`config.mk`:
```
export PLATFORM = sky130hd
export DESIGN_NAME = multi_clk_div
export DESIGN_NICKNAME = d
export VERILOG_FILES = /design/src/rtl/multi_clk_div.sv
export SDC_FILE = /design/constraint.sdc
export NUM_CORES = 1
export LEC_CHECK = 0
export CORE_AREA = 2 2 64 81
export CTS_BUF_LIST = sky130_fd_sc_hd__clkbuf_4 sky130_fd_sc_hd__clkbuf_8
export CTS_CLUSTER_DIAMETER = 150
export DETAILED_ROUTE_END_ITERATION = 6
export DIE_AREA = 0 0 66 83
export PLACE_DENSITY = 0.8
export SETUP_SLACK_MARGIN = 0.1
export SYNTH_ARGS = -nofsm -noshare
export SYNTH_HDL_FRONTEND = slang
export SYNTH_SLANG_ARGS = --single-unit
export TNS_END_PERCENT = 20
```
`constraint.sdc`:
```
create_clock -name clk -period 1.7 [get_ports clk]
set_input_delay 0.34 -clock clk [delete_from_list [all_inputs] [get_ports clk]]
set_output_delay 0.34 -clock clk [all_outputs]
set_load 0.05 [all_outputs]
```
`src/rtl/multi_clk_div.sv`:
```
// multi_clk_div: a bank of independent programmable clock dividers.
// Each channel counts enabled clk cycles and flips a phase bit after every
// (active divisor + 1) of them, so the divided output has a 50 % duty cycle.
// A newly loaded divisor is only adopted on a phase flip, which keeps every
// output edge glitch-free and prevents runt pulses.
module multi_clk_div #(
    parameter int CHANNELS  = 2,
    parameter int WIDTH     = 8,
    parameter int RESET_DIV = 0
) (
    input  logic                      clk,
    input  logic                      rst,
    input  logic [CHANNELS-1:0]       en,
    input  logic [CHANNELS-1:0]       inv,
    input  logic [CHANNELS*WIDTH-1:0] div_in,
    input  logic [CHANNELS-1:0]       load,
    output logic [CHANNELS-1:0]       out_wire,
    output logic [CHANNELS-1:0]       tick
);

    // Reset divisor truncated to the counter width once, here.
    localparam logic [WIDTH-1:0] RESET_DIV_W = WIDTH'(RESET_DIV);

    genvar gi;
    generate
        for (gi = 0; gi < CHANNELS; gi++) begin : g_chan
            // Per-channel state; nothing is shared across channels.
            logic [WIDTH-1:0] shadow_reg, shadow_next;
            logic [WIDTH-1:0] active_reg, active_next;
            logic [WIDTH-1:0] cnt_reg, cnt_next;
            logic             q_reg, q_next;
            logic             tick_reg, tick_next;
            logic [WIDTH-1:0] div_k;
            logic             toggle;

            assign div_k  = div_in[gi*WIDTH +: WIDTH];
            // A half-period ends when an enabled cycle finds the counter at
            // the active divisor; the counter therefore never passes it.
            assign toggle = en[gi] && (cnt_reg == active_reg);

            // Next-state: count, flip phase, promote divisor on flips only.
            always_comb begin
                shadow_next = shadow_reg;
                active_next = active_reg;
                cnt_next    = cnt_reg;
                q_next      = q_reg;
                tick_next   = 1'b0;
                if (load[gi]) begin
                    shadow_next = div_k;
                end
                if (toggle) begin
                    cnt_next    = '0;
                    q_next      = ~q_reg;
                    // Tick marks the rising phase edge only, regardless of inv.
                    tick_next   = ~q_reg;
                    // A load landing on the flip itself takes effect at once.
                    active_next = load[gi] ? div_k : shadow_reg;
                end else if (en[gi]) begin
                    cnt_next = cnt_reg + WIDTH'(1);
                end
            end

            // State register; reset wins over enable, load and pending flips.
            always_ff @(posedge clk) begin
                if (rst) begin
                    shadow_reg <= RESET_DIV_W;
                    active_reg <= RESET_DIV_W;
                    cnt_reg    <= '0;
                    q_reg      <= 1'b0;
                    tick_reg   <= 1'b0;
                end else begin
                    shadow_reg <= shadow_next;
                    active_reg <= active_next;
                    cnt_reg    <= cnt_next;
                    q_reg      <= q_next;
                    tick_reg   <= tick_next;
                end
            end

            // Polarity is applied after the register so inv acts immediately
            // and never disturbs the phase or count.
            assign out_wire[gi] = q_reg ^ inv[gi];
            assign tick[gi]     = tick_reg;
        end
    endgenerate

endmodule

```
==> summary.log <==
INFO  yosys          ys_top_cells_by_count=dfxtp_1, xnor2_1, nor2_1
INFO  yosys          yosys.area.top_type_share=0.451
INFO  routing        drt-initial-drc-count=41
INFO  setup_path     cpMaxStageDelayCell=clkdlybuf4s50_1
INFO  timing         worst_slew_margin=0.805
INFO  placement      dp_hpwl=2.98mm
INFO  placement      place.port_buffers=27
INFO  outcome        outcome=finished, final reports clean
INFO  finish         layout.nets=291
INFO  finish         number_of_antenna_cells_inserted=0
INFO  finish         post-route-cell-area=0.00296mm²
INFO  global_route   via_count_of_the_first_global_routing_pass=1571
INFO  global_route   global_route.usage.total=0.162
INFO  floorplanning  core_region_area=0.00469mm²
INFO  finish         final_layout_size_suffix_gt1_frac=0.274
INFO  clock_tree     clock_tree.htree_level_count=2
INFO  setup_path     critical_path_required=1.36ns
INFO  routing        detail_route.wl_per_cell=12.9µm
INFO  setup_path     crit_family=buffers and inverters
INFO  timing         finalMaxSlewViolations=0
INFO  setup_path     crit_path_cell_trace=clkdlybuf4s50_1, xor2_1, buf_12
INFO  yosys          synth.net_count=246
INFO  floorplanning  die_w=66µm
INFO  timing         setup-violations-final=0
INFO  routing        dr_total_vias=1627
INFO  setup_path     worstSetupEndpointType=primary output
INFO  yosys          yosys-mux-area-fraction=0.163
INFO  setup_path     crit_type=in2out
INFO  pwr            power_leakage=0.00117µW
INFO  yosys          ys.flop_type=dfxtp_1
INFO  clock_tree     tritoncts=done
INFO  setup_path     critical-path-max-stage-delay=0.47ns
INFO  placement      detailed_place.area=0.00277mm²
INFO  placement      globalplace.congestion=0.802
INFO  timing         min_period_over_period=0.922
INFO  yosys          synth_top_family_by_area=simple AND/OR/NAND/NOR gates
INFO  global_route   maximum_number_of_pins_on_one_net_before_global_route_repair=28
INFO  yosys          netlist_area=0.00231mm²
INFO  yosys          ys.warnings.count=0
INFO  routing        drtAntennaViolNets=0
INFO  setup_path     crit_buf_inv=2
INFO  setup_path     crit_path_start_kind=input port
INFO  setup_path     largest_fanout_on_the_critical_path=1
INFO  placement      placement.setup.worst_slack=-0.0926ns
INFO  clock_tree     clk_root_buffer_cell=clkbuf_8
INFO  pwr            ir_drop=0.820mV
INFO  yosys          ys_seq_area_frac=0.451
INFO  setup_path     timing.critical_path.arrival=1.23ns
INFO  timing         setup_repair_after_global_routing_missed_its_margin=true
INFO  global_route   grt-ovfl-total=0
INFO  yosys          synthDominantAreaCellType=dfxtp_1
INFO  yosys          synth-seq-cells=52
INFO  yosys          synth_compound_area_frac=0.0108
INFO  floorplanning  start_util=0.492
INFO  yosys          postSynth.asyncResetShare=0
INFO  yosys          yosys.cell_types.count=26
INFO  finish         fillCellCount=382
INFO  routing        route.detailed.vias_per_inst=4.99
INFO  placement      place.detailed.instances=312
INFO  routing        drt_pass1_iterations=4
INFO  pwr            power_density=1220mW/mm²
INFO  clock_tree     cts_buffer_depth=2
INFO  finish         final_cells=326
INFO  global_route   first_pass_grt_wire_length=6.95mm
INFO  timing         tightest_slew=0.289ns
INFO  yosys          yosys.area_share.simple=0.198
INFO  clock_tree     cts.reportedPaths.clkPinSlew=0.09ns
INFO  job            max_cap_violations=0
INFO  finish         area_growth_syn_to_layout=28.3%
INFO  yosys          synth_edf_count=0
INFO  floorplanning  die-area=0.00548mm²
INFO  finish         post-route-util=0.631
INFO  timing         period_minus_ws_final=1.57ns
INFO  floorplanning  fp-row-count=28
INFO  timing         postLayoutSetupSlackWorst=0.133ns
INFO  timing         timing.final.hold_violations=0
INFO  clock_tree     number_of_cts_inserted_buffers=5
INFO  yosys          top_post_synthesis_cells_by_area=dfxtp_1, xnor2_1, mux2i_1
INFO  yosys          netlist_instances=220
INFO  clock_tree     insertion_delay=0.30ns
INFO  floorplanning  die_height=83µm
INFO  timing         timing.clock.skew=0.00442ns
INFO  floorplanning  ioPinCount=28
INFO  global_route   grt_antenna_before_repair=0
INFO  routing        detail_route.wirelength=4.21mm
INFO  yosys          synthAdderAreaFrac=0.0108
INFO  yosys          syn_area_per_cell=10.5µm²
INFO  min_path       hold_class=reg2reg
INFO  pwr            finalPower=3630µW
INFO  yosys          post-synth-top-count-cell=dfxtp_1
INFO  timing         max_clock_freq=638MHz
INFO  yosys          xor_xnor_cell_area_share_of_the_yosys_netlist=0.121
INFO  clock_tree     tritoncts_num_sinks=52
INFO  routing        drc_errors=0
[worst reg2reg max path: stages (launching register included)]
cell	delay, ns
dfxtp_2	0.36
xnor2_2	0.17
nand4_2	0.18
nor3_4	0.24
buf_12	0.16
mux2_2	0.33
[path summary, 6_finish.rpt]
kind / startpoint / depth (start not counted) / slack [ns] / endpoint
worst max-delay path: inv[1] / 3 / 0.13 / out_wire[1]
worst min-delay path: g_chan[1].shadow_reg[1]$_SDFF_PP0_ / 2 / 0.51 / g_chan[1].shadow_reg[1]$_SDFF_PP0_
worst max register to register: g_chan[0].cnt_reg[4]$_SDFFE_PP0P_ / 5 / 0.16 / g_chan[0].active_reg[3]$_SDFFE_PP0P_
worst min register to register: g_chan[1].shadow_reg[1]$_SDFF_PP0_ / 2 / 0.51 / g_chan[1].shadow_reg[1]$_SDFF_PP0_
[through the flow]
step / TNS [ns] / hold slack, ns
final: 0 / 0.513
after global routing: 0 / 0.547
after CTS: 0 / 0.519
after detailed placement: -1.15 / 0.495
after global placement: -0.680 / 0.488
after floorplan: 0 / 0.465
[power by group]
group	leakage (µW)	switching [µW]	internal, µW
sequential	0.000429	114	1370
combinational	0.000693	642	784
clock	0.0000510	393	326
total	0.00117	1150	2480
[what timing repair did]
item / CTS / global route
setup buffers: 0 / 6
gates resized for setup: 0 / 14
hold buffers: 0 / 0
setup endpoints to repair: 0 / 17
hold endpoints to repair: 0 / 0
[kinds of logic (layout without fill, tap and decap cells)]
logic type	Yosys count	count (layout)
AOI/OAI and AO/OA	4	4
xor gates and xnor gates	32	32
adders and majority gates	2	2
buffers and inverters	14	60
DFF	52	52
muxes	34	34
and+or+nand+nor	82	82
[final cells by class]
| class | count | area, µm² | area share |
|---|---|---|---|
| clock buffer | 6 | 82.6 | 0.0279 |
| clock inverter | 2 | 10.0 | 0.00338 |
| multi-input combinational | 154 | 1210 | 0.408 |
| sequential | 52 | 1050 | 0.355 |
| tap | 60 | 75.1 | 0.0253 |
| timing repair buffer | 52 | 536 | 0.181 |
[layout by cell type, fill, tap and decap left out, drive strengths merged]
cell type      count
clkdlybuf4s50     23
nor2b             16
o31ai              2
mux2i             18
ha                 2
clkinv             2
a21oi              2
clkbuf             6
mux2              16
xnor2             24
nand4              7
or4                2
nor3              20
nor4b              2
nand3              4
buf               29
dfxtp             52
nor2              22
nand2              9
xor2               8
[layer usage]
| metal | routed length [µm] | vias to the layer above | global-route usage |
|---|---|---|---|
| li1 | - | 839 | - |
| met1 | 1750 | 755 | 0.185 |
| met2 | 2230 | 26 | 0.285 |
| met3 | 148 | 7 | 0.0474 |
| met4 | 77 | 0 | 0.0519 |
| met5 | 0 | - | 0 |
Note: power is estimated with default switching activity, not from simulation.
